[src/rtl/mips_cp0_pkg.sv]
// Shared constants for the MIPS64 coprocessor-0 block.
// Register numbers, field positions and exception codes.
package mips_cp0_pkg;

    localparam logic [4:0] CP0_STATUS = 5'd12;
    localparam logic [4:0] CP0_CAUSE  = 5'd13;
    localparam logic [4:0] CP0_EPC    = 5'd14;

    localparam int IE_BIT  = 0;
    localparam int EXL_BIT = 1;
    localparam int IM_LO   = 8;
    localparam int IM_HI   = 15;
    localparam int IP_LO   = 8;
    localparam int IP_HI   = 15;
    localparam int EXC_LO  = 2;
    localparam int EXC_HI  = 6;

    localparam logic [4:0] EXC_INT = 5'd0;
    localparam logic [4:0] EXC_SYS = 5'd8;
    localparam logic [4:0] EXC_BP  = 5'd9;
    localparam logic [4:0] EXC_RI  = 5'd10;
    localparam logic [4:0] EXC_OV  = 5'd12;

endpackage

[src/rtl/mips_cp0_if.sv]
// MEM-stage side bus between the pipeline and coprocessor 0.
// The pipeline is master; the CP0 block is slave.
interface mips_cp0_if;
    logic [63:0] rd_data;
    logic [63:0] EPC;
    logic        TakenInterrupt;
    logic [63:0] wr_data;
    logic [4:0]  regnum;
    logic [2:0]  sel;
    logic [63:0] next_pc;
    logic        MTC0;
    logic        ERET;
    logic [7:0]  interrupt_sources;
    logic        overflow;
    logic        reserved_inst;
    logic        syscall;
    logic        break_inst;

    modport master (
        input  rd_data, EPC, TakenInterrupt,
        output wr_data, regnum, sel, next_pc, MTC0, ERET,
        output interrupt_sources, overflow, reserved_inst,
        output syscall, break_inst
    );

    modport slave (
        output rd_data, EPC, TakenInterrupt,
        input  wr_data, regnum, sel, next_pc, MTC0, ERET,
        input  interrupt_sources, overflow, reserved_inst,
        input  syscall, break_inst
    );
endinterface

[src/rtl/mips_cp0_exc_encoder.sv]
// Priority encoder: fault lines and pending interrupt to ExcCode.
// Faults are masked while EXL is set.
module cp0_exc_encoder
    import mips_cp0_pkg::*;
(
    input  logic       overflow,
    input  logic       reserved_inst,
    input  logic       syscall,
    input  logic       break_inst,
    input  logic       int_pend,
    input  logic       exl,
    output logic       taken,
    output logic [4:0] exc_code
);

    logic fault;

    assign fault = (overflow | reserved_inst | syscall | break_inst) & ~exl;
    assign taken = fault | int_pend;

    // Items are made mutually exclusive to encode the priority order.
    always_comb begin
        exc_code = EXC_INT;
        unique case (1'b1)
            reserved_inst:
                exc_code = EXC_RI;
            syscall & ~reserved_inst:
                exc_code = EXC_SYS;
            break_inst & ~reserved_inst & ~syscall:
                exc_code = EXC_BP;
            overflow & ~reserved_inst & ~syscall & ~break_inst:
                exc_code = EXC_OV;
            default:
                exc_code = EXC_INT;
        endcase
    end

endmodule

[src/rtl/mips_cp0.sv]
// Coprocessor-0 Status/Cause/EPC registers and exception control.
// Reads and the take-handler decision are combinational.
module mips_cp0
    import mips_cp0_pkg::*;
(
    input  logic        clock,
    input  logic        reset,
    mips_cp0_if.slave   bus
);

    logic [7:0]  im;
    logic        exl;
    logic        ie;
    logic [7:0]  ip;
    logic [4:0]  exc_code;
    logic [63:0] epc;

    logic        int_pend;
    logic        taken;
    logic [4:0]  next_code;
    logic        sel0;
    logic        wr_status;
    logic        wr_epc;
    logic [31:0] status_w;
    logic [31:0] cause_w;

    assign int_pend = (|(ip & im)) & ie & ~exl;

    cp0_exc_encoder u_enc (
        .overflow      (bus.overflow),
        .reserved_inst (bus.reserved_inst),
        .syscall       (bus.syscall),
        .break_inst    (bus.break_inst),
        .int_pend      (int_pend),
        .exl           (exl),
        .taken         (taken),
        .exc_code      (next_code)
    );

    assign sel0      = (bus.sel == 3'd0);
    assign wr_status = bus.MTC0 & sel0 & (bus.regnum == CP0_STATUS);
    assign wr_epc    = bus.MTC0 & sel0 & (bus.regnum == CP0_EPC);

    assign status_w = {16'd0, im, 6'd0, exl, ie};
    assign cause_w  = {16'd0, ip, 1'b0, exc_code, 2'd0};

    always_comb begin
        bus.rd_data = 64'd0;
        if (sel0) begin
            unique case (bus.regnum)
                CP0_STATUS: bus.rd_data = {32'd0, status_w};
                CP0_CAUSE:  bus.rd_data = {32'd0, cause_w};
                CP0_EPC:    bus.rd_data = epc;
                default:    bus.rd_data = 64'd0;
            endcase
        end
    end

    assign bus.EPC            = epc;
    assign bus.TakenInterrupt = taken;

    // Later assignments win: exception overrides MTC0 for EXL and EPC.
    always_ff @(posedge clock or posedge reset) begin
        if (reset) begin
            im       <= 8'd0;
            exl      <= 1'b0;
            ie       <= 1'b0;
            ip       <= 8'd0;
            exc_code <= 5'd0;
            epc      <= 64'd0;
        end else begin
            ip <= bus.interrupt_sources;
            if (wr_status) begin
                im  <= bus.wr_data[IM_HI:IM_LO];
                exl <= bus.wr_data[EXL_BIT];
                ie  <= bus.wr_data[IE_BIT];
            end
            if (wr_epc)
                epc <= bus.wr_data;
            if (taken) begin
                exl      <= 1'b1;
                epc      <= bus.next_pc;
                exc_code <= next_code;
            end else if (bus.ERET) begin
                exl <= 1'b0;
            end
        end
    end

endmodule

[src/flat_wrapper.sv]
// flat-port wrapper written by rule: the top's interface ports become plain ports
module mips_cp0_flat import mips_cp0_pkg::*;
  (clock, reset, bus_rd_data, bus_EPC, bus_TakenInterrupt, bus_wr_data, bus_regnum, bus_sel, bus_next_pc, bus_MTC0, bus_ERET, bus_interrupt_sources, bus_overflow, bus_reserved_inst, bus_syscall, bus_break_inst);
  mips_cp0_if bus_i ();
  input  logic clock;
  input  logic reset;
  output wire logic [$bits(bus_i.rd_data)-1:0] bus_rd_data;
  output wire logic [$bits(bus_i.EPC)-1:0] bus_EPC;
  output wire logic [$bits(bus_i.TakenInterrupt)-1:0] bus_TakenInterrupt;
  input wire logic [$bits(bus_i.wr_data)-1:0] bus_wr_data;
  input wire logic [$bits(bus_i.regnum)-1:0] bus_regnum;
  input wire logic [$bits(bus_i.sel)-1:0] bus_sel;
  input wire logic [$bits(bus_i.next_pc)-1:0] bus_next_pc;
  input wire logic [$bits(bus_i.MTC0)-1:0] bus_MTC0;
  input wire logic [$bits(bus_i.ERET)-1:0] bus_ERET;
  input wire logic [$bits(bus_i.interrupt_sources)-1:0] bus_interrupt_sources;
  input wire logic [$bits(bus_i.overflow)-1:0] bus_overflow;
  input wire logic [$bits(bus_i.reserved_inst)-1:0] bus_reserved_inst;
  input wire logic [$bits(bus_i.syscall)-1:0] bus_syscall;
  input wire logic [$bits(bus_i.break_inst)-1:0] bus_break_inst;
  assign bus_rd_data = bus_i.rd_data;
  assign bus_EPC = bus_i.EPC;
  assign bus_TakenInterrupt = bus_i.TakenInterrupt;
  assign bus_i.wr_data = bus_wr_data;
  assign bus_i.regnum = bus_regnum;
  assign bus_i.sel = bus_sel;
  assign bus_i.next_pc = bus_next_pc;
  assign bus_i.MTC0 = bus_MTC0;
  assign bus_i.ERET = bus_ERET;
  assign bus_i.interrupt_sources = bus_interrupt_sources;
  assign bus_i.overflow = bus_overflow;
  assign bus_i.reserved_inst = bus_reserved_inst;
  assign bus_i.syscall = bus_syscall;
  assign bus_i.break_inst = bus_break_inst;
  mips_cp0 u_core (.clock(clock), .reset(reset), .bus(bus_i));
endmodule
[config.mk]
export PLATFORM = sky130hd
export DESIGN_NAME = mips_cp0_flat
export DESIGN_NICKNAME = d
export VERILOG_FILES = /design/src/rtl/mips_cp0_pkg.sv /design/src/rtl/mips_cp0_if.sv /design/src/rtl/mips_cp0_exc_encoder.sv /design/src/rtl/mips_cp0.sv /design/src/flat_wrapper.sv
export SDC_FILE = /design/constraint.sdc
export NUM_CORES = 1
export LEC_CHECK = 0
export ABC_AREA = 1
export BUFFER_PORTS_ARGS = -buffer_cell sky130_fd_sc_hd__clkbuf_2
export CORE_MARGIN = 8
export CORE_UTILIZATION = 40
export CTS_BUF_LIST = sky130_fd_sc_hd__clkbuf_4
export DETAILED_ROUTE_END_ITERATION = 7
export GPL_TIMING_DRIVEN = 0
export HOLD_SLACK_MARGIN = 0.12
export PLACE_DENSITY_LB_ADDON = 0.08
export RECOVER_POWER = 25
export SLEW_MARGIN = 25
export SYNTH_ARGS = -nofsm -noshare
export SYNTH_HDL_FRONTEND = slang
export SYNTH_SLANG_ARGS = --single-unit
[constraint.sdc]
create_clock -name clock -period 2.8 [get_ports clock]
set_clock_uncertainty 0.05 [all_clocks]
set_input_delay 0.28 -clock clock [delete_from_list [all_inputs] [get_ports clock]]
set_output_delay 0.28 -clock clock [all_outputs]
set_load 0.01 [all_outputs]
* Word level (Yosys, flattened, before mapping)
Cells that the tools add are included.
Operators by class: equal/unequal tests 3, multiplexer cells 8, bitwise operators 21, reduce and logical (&&, ||, !) cells 4
Operator list (count):
- $mux W64 | 3
- $pmux W64 S3 | 1
- $pmux W4 S4 | 1
- $eq A5 B4 Y1 const B | 3
- $and A1 B1 Y1 | 12
- $and A8 B8 Y8 | 1
- $reduce_or A8 Y1 | 1
- $not A1 Y1 | 4
- $or A1 B1 Y1 | 4
- $logic_not A3 Y1 | 1
- $mux W1 | 3
- $reduce_bool A3 Y1 | 1
- $reduce_bool A2 Y1 | 1
Word-level totals: register bits after elaboration 87, output and inout bits 129, word-level logic and storage cells 42

* Longest topological paths before layout
Gate-level depths: netlist (run 1).
depth in word-level cells 6, mapped depth 11, mapped depth without buffers 9

* By module
From an unflattened synthesis (run 1), not the netlist that was laid out.
Second synthesis, totals: cells, all modules 786, area total of the unflattened synthesis 5285.1 um2
Modules (own cells, without submodules):
- mips_cp0 | instances 1, cells each 773, area each 5223.8 um2, sequential area each 2177.1 um2
- cp0_exc_encoder | instances 1, cells each 13, area each 61.3 um2, sequential area each 0.0 um2

* Worst setup path after synthesis (run 1)
No wires, ideal clock.
kind input port to output port, from input bus_regnum[0], to output bus_rd_data[1], arrival 1.193 ns, required time 2.470 ns, path slack 1.277 ns, stages on the path 7, buffers on the path 2, cell sequence inv_1 nand2_1 nor2_4 buf_4 buf_4 nand2_1 a21oi_1
Between the ends: word-level cells in the longest chain between the ends 3, elaborated cells on any way between the ends 5
Ends and longest elaborated chain:
- start, declared | RTL line flat_wrapper.sv:11 | input wire logic [$bits(bus_i.regnum)-1:0] bus_regnum;
- $eq A5 B4 Y1 | RTL line mips_cp0.sv:50 | unique case (bus.regnum)
- $pmux W64 S3 * | RTL line mips_cp0.sv:50
- $mux W64 * | RTL line mips_cp0.sv:49 | if (sel0) begin
- end, declared | RTL line flat_wrapper.sv:7 | output wire logic [$bits(bus_i.rd_data)-1:0] bus_rd_data;
Mark *: on every way between the ends. The rest lies on a longest branch, timed or not.

* Worst setup path after layout (run 1)
from register u_core.im[7], to register u_core.epc[53] (netlist: u_core.bus.EPC[53])
Between the ends: word-level cells in the longest chain between the ends 6, elaborated cells on any way between the ends 7
Ends and longest elaborated chain:
- start, declared | RTL line mips_cp0.sv:11 | logic [7:0] im;
- start signal, assigned | RTL line mips_cp0.sv:74 | im <= bus.wr_data[IM_HI:IM_LO];
- $and A8 B8 Y8 * | RTL line mips_cp0.sv:27 | assign int_pend = (|(ip & im)) & ie & ~exl;
- $reduce_or A8 Y1 * | RTL line mips_cp0.sv:27
- $and A1 B1 Y1 * (2 in a row) | RTL line mips_cp0.sv:27
- $or A1 B1 Y1 * | RTL line mips_cp0_exc_encoder.sv:19 | assign taken = fault | int_pend;
- $mux W64 / $reduce_bool A2 Y1 (equally long branches)
- end signal, assigned | RTL line mips_cp0.sv:79 | epc <= bus.wr_data;
- end signal, assigned | RTL line mips_cp0.sv:82 | epc <= bus.next_pc;
- end, declared | RTL line mips_cp0.sv:16 | logic [63:0] epc;
Marks and branches as above. A chain may end at the register's enable or synchronous reset.

==> results of run 1 <==
timing repair:
action | 4_1_cts | 5_1_grt
hold buffers | 138 | 0
setup endpoints to repair | 0 | 0
setup buffers | 0 | 0
endpoints found under the hold margin | 141 | 0
gates resized for setup | 0 | 0
logic make-up (layout without fill, tap and decap cells):
group / after synthesis / in the layout / share of synthesized area [%]
DFF: 86 / 86 / 38.5
other: 0 / 1 / 0
AOI/OAI and AO/OA: 9 / 9 / 0.872
and+or+nand+nor: 613 / 613 / 47.6
buffers and inverters: 158 / 593 / 13.1
critical path: cells and delay by family, from the launching register on:
family | cells | cell delay [ns]
buf+inv | 3 | 1.15
flops | 1 | 0.42
simple gates | 8 | 0.77
cell type report:
class / count / area share (%)
timing repair buffer: 419 / 32.1
multi-input combinational: 622 / 30.9
sequential: 86 / 24.6
buffer: 70 / 4.57
inverter: 88 / 3.77
tap: 180 / 2.57
clock buffer: 9 / 0.771
clock inverter: 7 / 0.742
antenna: 1 / 0.0286
layer usage:
layer  GRT usage [%]  vias up
met2            43.0      286
li1                -     3614
met3            6.47       30
met1            31.6     3380
met4            8.11        0
met5               0        -
synth_stat cells, types with 3 or more instances:
cell / count
nor2_1: 61
buf_1: 3
buf_2: 30
nand2_1: 333
buf_4: 11
nand4_1: 64
dfrtp_1: 86
inv_2: 3
a21oi_1: 4
o21ai_0: 3
inv_1: 85
clkbuf_1: 18
nand3_1: 151
buf_6: 8
final timing paths:
kind / to / cells after the start
min in group asynchronous: u_core.bus.EPC[39]$_DFFE_PP0P_ / 3
min reg2reg: u_core.exc_code[3]$_DFFE_PP0P_ / 2
max reg2reg: u_core.bus.EPC[53]$_DFFE_PP0P_ / 11
min: u_core.bus.EPC[63]$_DFFE_PP0P_ / 5
max: u_core.bus.EPC[53]$_DFFE_PP0P_ / 11
max in group asynchronous: u_core.bus.EPC[24]$_DFFE_PP0P_ / 3
per-stage QoR:
stage	util [%]	setup slack, ns
global placement	52.4	-0.949
detailed placement	52.7	0.686
floorplan	-	0.248
global route	63.6	0.129
CTS	63.7	0.350
finish	63.6	0.277
flip-flops by register name, indices dropped and copies added (netlist names):
signal           cells
u_core.bus.EPC      64
u_core.im            8
u_core.ip            8
u_core.exc_code      4
u_core.exl           1
u_core.ie            1
report_power, final:
part	internal, mW	switching (mW)
Clock	0.266	0.456
Combinational	1.75	1.97
Sequential	1.77	0.514
==> impl_summary.log, run 1 <==
INFO  metric finalCriticalPeriod = 2.52 ns
INFO  metric layout-drive-gt1-share = between 20% and 30%
INFO  metric die_height = roughly 130 um
INFO  metric placed_area = 0.00726 mm^2
INFO  metric clock_tree.htree_level_count = 3
INFO  metric critical-path-max-stage-delay = 0.58 ns
INFO  metric met1_layer_wirelength_in_the_final_routing = slightly below 10 mm
INFO  metric std_cell_rows = 43
INFO  metric cp_common_cell = nand2_1
INFO  metric io_pins = 281
INFO  metric total_power = 6.73 mW
INFO  metric placed_cells_incl_taps = approximately 1,300
INFO  metric critical_path_class = flip-flop to flip-flop
INFO  metric gpl_congestion = ~0.89
INFO  metric worst_r2r_start = u_core.im[7]$_DFFE_PP0P_
INFO  metric holdCritPathClass = primary input to flip-flop
INFO  metric clk_root_buffer_cell = clkbuf_4
INFO  metric drc = 0
INFO  metric tritoncts = built
INFO  metric layout_common_cells = 333 x nand2_1, 280 x clkbuf_2, 151 x nand3_1
INFO  metric clock_path_buffers = 2
INFO  metric most_area_hungry_cell_type_in_the_yosys_netlist = dfrtp_1
INFO  metric vdd.ir_drop.worst = between 0.5 and 0.6 mV
INFO  metric cp_slowest_cell = dlygate4sd3_1
INFO  metric power-per-cell-area = ~770 mW/mm^2
INFO  metric post_synth_instance_area = ~0.0056 mm^2
INFO  metric drt-pass1-iter-count = 5
INFO  metric hold_violation_count_in_the_final_report = 0
INFO  metric synth_area_leaders = dfrtp_1 38%, nand2_1 22%, nand3_1 14%
INFO  metric synth_fp_nets = just over 1,000
INFO  metric critical_path_peak_fanout = 10
INFO  metric max_freq = ~400 MHz
INFO  metric hpwl_after_detailed_placement = 17.1 mm
INFO  metric globalRouteOverflowTotal = 0
INFO  metric maximum_number_of_pins_on_one_net_before_global_route_repair = between 40 and 50
INFO  metric final_common_cell = nand2_1
INFO  metric hold_path_startpoint = bus_wr_data[63]
INFO  metric worst_setup_hold_path_clk_slew = 0.15 ns
INFO  metric worst_slew_margin_rel = -16.7%
INFO  metric die_area = ~0.018 mm^2
INFO  metric async_flop_share = between 90% and 100%
INFO  metric number_of_synthesized_flops_with_an_enable_pin = 0
INFO  metric ys_ff_latch = 86
INFO  metric cts-buffers-inserted = 9
INFO  metric cts.sink_count = 86
INFO  metric route.antenna.remaining_nets = 0
INFO  metric seq_area_frac_synth = between 30 and 40%
INFO  metric core = between 0.01 and 0.015 mm^2
INFO  metric outcome = complete, but fails checks
INFO  metric rsz0062_at_grt = false
INFO  metric synth_ff_type = dfrtp_1
INFO  metric num-nets-final = ~1,400
INFO  metric mean_number_of_vias_per_cell = a little under 5
INFO  metric grt_usage = between 20% and 30%
INFO  metric finalInstanceArea = between 0.008 and 0.009 mm^2
INFO  metric die_w = between 100 and 150 um
INFO  metric startpoint = u_core.im[7]$_DFFE_PP0P_
INFO  metric multi_input_area = roughly 0.0027 mm^2
INFO  metric crit_path_cell_trace = nand2_1, nand2_1, nor2_1, nand2_1, nand2_1, buf_2, buf_2, nand3_1, nand2_1, dlygate4sd3_1, nand2_1
INFO  metric timing.hold.ws = 0.153 ns
INFO  metric clkLatencyLatePin = 0.47 ns
INFO  metric routed-wl-met3 = around 1.8 mm
INFO  metric report.final.setup_viol = 0
INFO  metric final.setup.tns = 0 ns
INFO  metric post_synth_inst_count = ~870
INFO  metric wire_per_inst = between 15 and 20 um
INFO  metric finalNonFillerCells = 1,482
INFO  metric drt_wl_total = around 23 mm
INFO  metric antenna_found_initial = 1
INFO  metric static_leakage = 4.82 nW
INFO  metric slew_violations = 43
INFO  metric timing.critical_path.from_type = flip-flop
INFO  metric yosysUniqueCellTypes = 20
INFO  metric maxCapViolCount = 1
INFO  metric grt_pass1_wl = approximately 37 mm
INFO  metric worst_slew_pin_slew = about 1.7 ns
INFO  metric data_required_time_at_the_worst_endpoint = around 3.1 ns
INFO  metric cp_data_arrival_time = roughly 2.8 ns
INFO  metric dr_total_vias = ~7,300
INFO  metric area.sequential = ~0.0022 mm^2
INFO  metric cp-end-kind = flip-flop
INFO  metric synthesis.area_per_instance = approximately 6.5 um^2
INFO  metric reg2reg_setup_slack = around 0.28 ns
INFO  metric detail_route.iter0.violations = between 500 and 600
INFO  metric synthToLayoutAreaGrowth = 56.6%
INFO  metric portBuffers = 280
INFO  metric failed_checks = capacitance limit, slew limit
INFO  metric fillers = 1,322
INFO  metric met2WireLength = around 11 mm
INFO  metric top_layer_used = met4
INFO  metric synthesis.yosys.warnings = 0
INFO  metric floorplan.initialDensity = around 41%
INFO  metric post-route-period-util = between 90% and 100%
INFO  metric synth_top_area_share = 38.5%
INFO  metric number_of_global_route_vias_before_repair = around 7,100
No activity file was read; power rests on OpenSTA's default activity.
==> inputs of run 2 (changes only) <==
--- a/config.mk
+++ b/config.mk
@@ -8,7 +8,7 @@
 export ABC_AREA = 1
 export BUFFER_PORTS_ARGS = -buffer_cell sky130_fd_sc_hd__clkbuf_2
 export CORE_MARGIN = 8
-export CORE_UTILIZATION = 40
+export CORE_UTILIZATION = 48
 export CTS_BUF_LIST = sky130_fd_sc_hd__clkbuf_4
 export DETAILED_ROUTE_END_ITERATION = 7
 export GPL_TIMING_DRIVEN = 0
==> run 2 against run 1 <==
Against the previous run: the run still ends with capacitance limit, slew limit left; flip-flop and latch count unchanged; non-clock buffer count decreased by 13; clock power is 11% lower; via count is 1.1% higher; count of clock-buffer cells in the layout unchanged; register-to-register slack improved by 0.10 ns; worst hold slack got worse by 0.023 ns; fmax is 4.2% higher; critical path depth unchanged; die area down 15%; largest cell class unchanged.
==> impl_summary.log, run 2 (synthesis results as in run 1) <==
INFO  metric worst_slew_pin_slew = approximately 1.7 ns
INFO  metric tritoncts = built
INFO  metric finalCriticalPeriod = approximately 2.4 ns
INFO  metric top_layer_used = met4
INFO  metric drc = 0
INFO  metric vdd.ir_drop.worst = around 0.43 mV
INFO  metric final_common_cell = nand2_1
INFO  metric floorplan.initialDensity = 49.0%
INFO  metric cp_data_arrival_time = 2.73 ns
INFO  metric critical_path_peak_fanout = 10
INFO  metric num-nets-final = 1,435
INFO  metric report.final.setup_viol = 0
INFO  metric crit_path_cell_trace = nand2_1, nand2_1, nor2_1, nand2_1, nand2_1, buf_2, buf_2, nand3_1, nand2_1, dlygate4sd3_1, nand2_1
INFO  metric io_pins = 281
INFO  metric hold_violation_count_in_the_final_report = 0
INFO  metric number_of_global_route_vias_before_repair = 7,083
INFO  metric clk_root_buffer_cell = clkbuf_4
INFO  metric portBuffers = 280
INFO  metric slew_violations = 43
INFO  metric maxCapViolCount = 1
INFO  metric mean_number_of_vias_per_cell = just over 5
INFO  metric postLayoutCoreUtil = ~75%
INFO  metric critical-path-max-stage-delay = 0.55 ns
INFO  metric grt_pass1_wl = ~35 mm
INFO  metric route.antenna.remaining_nets = 0
INFO  metric static_leakage = between 4 and 5 nW
INFO  metric internal_power = between 3 and 4 mW
INFO  metric die_w = 124 um
INFO  metric share_clk_of_total_power = under 10%
INFO  metric met1_layer_wirelength_in_the_final_routing = approximately 9.0 mm
INFO  metric failed_checks = capacitance limit, slew limit
INFO  metric max_freq = a little over 400 MHz
INFO  metric timing.critical_path.from_type = flip-flop
INFO  metric total_power = ~6.5 mW
INFO  metric cp-end-kind = flip-flop
INFO  metric critical_path.top_delay_family = buffers and inverters
INFO  metric post-route-period-util = ~86%
INFO  metric power.share.switching = a little under half
INFO  metric holdCritPathClass = primary input to flip-flop
INFO  metric data_required_time_at_the_worst_endpoint = between 3 and 4 ns
INFO  metric synthToLayoutAreaGrowth = 53.1%
INFO  metric die_height = between 100 and 150 um
INFO  metric routed-wl-met3 = slightly above 2 mm
INFO  metric worst_slew_margin_rel = -15.7%
INFO  metric globalRouteOverflowTotal = 0
INFO  metric drt_wl_total = 22.8 mm
INFO  metric finalNonFillerCells = between 1,000 and 1,500
INFO  metric met2WireLength = 11.0 mm
INFO  metric cp_slowest_cell = dlygate4sd3_1
INFO  metric hpwl_after_detailed_placement = roughly 17 mm
INFO  metric cts_post_setup_buffers_inserted = 0
INFO  metric dr_total_vias = around 7,400
INFO  metric antenna_found_initial = 0
INFO  metric cts.sink_count = 86
INFO  metric clock_path_buffers = 2
INFO  metric ctsResizeCount = 0
INFO  metric post_cts_hold_buffer_count = 125
INFO  metric outcome = complete, but fails checks
INFO  metric maximum_number_of_pins_on_one_net_before_global_route_repair = 45
INFO  metric gpl_congestion = 0.886
INFO  metric die_area = between 0.015 and 0.02 mm^2
INFO  metric critical_path.n_buffers_inverters = 3
INFO  metric largest_reg_flops = 64
INFO  metric core = between 0.01 and 0.015 mm^2
INFO  metric grt_usage = around 29%
INFO  metric clock_tree.htree_level_count = 3
INFO  metric rsz0062_at_grt = false
INFO  metric fillers = between 900 and 1,000
INFO  metric dpl_ws = approximately 0.66 ns
INFO  metric pwr-share-seq = a little over a third
INFO  metric postLayoutSetupSlackWorst = around 0.38 ns
INFO  metric antennaDiodeCount = 0
INFO  metric layout-drive-gt1-share = around 27%
INFO  metric std_cell_rows = 39
INFO  metric placed_cells_incl_taps = 1,290
INFO  metric power_frac_comb = 54.9%
INFO  metric detail_route.iter0.violations = approximately 730
INFO  metric total_switching_power = ~3 mW
INFO  metric wire_per_inst = approximately 16 um
INFO  metric worst_setup_hold_path_clk_slew = approximately 0.14 ns
INFO  metric drt-pass1-iter-count = 6
INFO  metric cp_common_cell = nand2_1
INFO  metric critical_path_class = flip-flop to flip-flop
INFO  metric power-per-cell-area = 763 mW/mm^2
INFO  metric cts-buffers-inserted = 9
INFO  metric layout_common_cells = 333 x nand2_1, 280 x clkbuf_2, 151 x nand3_1
INFO  metric clkLatencyLatePin = 0.45 ns
==> run 2: cell count changes in the layout (fill, tap and decap cells not counted) <==
| cell | change |
|---|---|
| diode_2 | -1 |
| bufinv_16 | -1 |
| dlygate4sd3_1 | -13 |
| clkinv_2 | -1 |
| clkinv_1 | -1 |
| clkinv_4 | +2 |
| clkinvlp_4 | +1 |
==> run 2: final cells by class <==
type	count	area, um^2	share of cell area (%)
inverters	88	330	3.85
well taps	143	179	2.09
plain buffers	70	400	4.67
clock buffers	9	67.6	0.788
clock inverters	7	51.3	0.599
repair buffers	406	2680	31.3
multi-input cells	622	2710	31.6
flip-flops and latches	86	2150	25.1
==> run 2: power groups by stage <==
stage          registers, mW  logic, mW  clock network, mW
6_report                2.31       3.59              0.645
5_1_grt                 2.35       3.99              0.697
3_3_place_gp            2.30       3.00                  0
2_1_floorplan           2.37       1.73                  0
4_1_cts                 2.28       3.55              0.654
3_5_place_dp            2.31       3.04                  0
==> run 2: layer usage <==
| metal | vias to the layer above | track usage (%) |
|---|---|---|
| li1 | 3604 | - |
| met1 | 3371 | 34.7 |
| met2 | 361 | 48.9 |
| met3 | 53 | 5.58 |
| met4 | 0 | 12.2 |
| met5 | - | 0 |
==> run 2: worst paths after layout <==
kind | startpoint | end | slack (ns) | cells past startpoint
max | u_core.im[7]$_DFFE_PP0P_ | u_core.bus.EPC[49]$_DFFE_PP0P_ | 0.38 | 11
min | bus_next_pc[56] | u_core.bus.EPC[56]$_DFFE_PP0P_ | 0.13 | 5
max reg2reg | u_core.im[7]$_DFFE_PP0P_ | u_core.bus.EPC[49]$_DFFE_PP0P_ | 0.38 | 11
min reg2reg | u_core.exc_code[1]$_DFFE_PP0P_ | u_core.exc_code[1]$_DFFE_PP0P_ | 0.45 | 2
max in group asynchronous | reset | u_core.bus.EPC[7]$_DFFE_PP0P_ | 0.84 | 3
min in group asynchronous | reset | u_core.bus.EPC[39]$_DFFE_PP0P_ | 0.86 | 3
==> run 2: per-stage QoR <==
stage | hold slack, ns | cell area, um^2 | TNS [ns]
6_report | 0.130 | 8570 | 0
5_1_grt | 0.141 | 8570 | 0
4_1_cts | 0.121 | 8580 | 0
3_5_place_dp | 0.278 | 7210 | 0
3_3_place_gp | 0.338 | 7180 | -74.73
2_1_floorplan | 0.261 | 5600 | 0
==> run 2: tightest hold or removal path, stage by stage <==
cell and delay [ns]:
clkbuf_2 0.08, inv_1 0.03, nand2_1 0.09, nand2_1 0.07, nand2_1 0.06
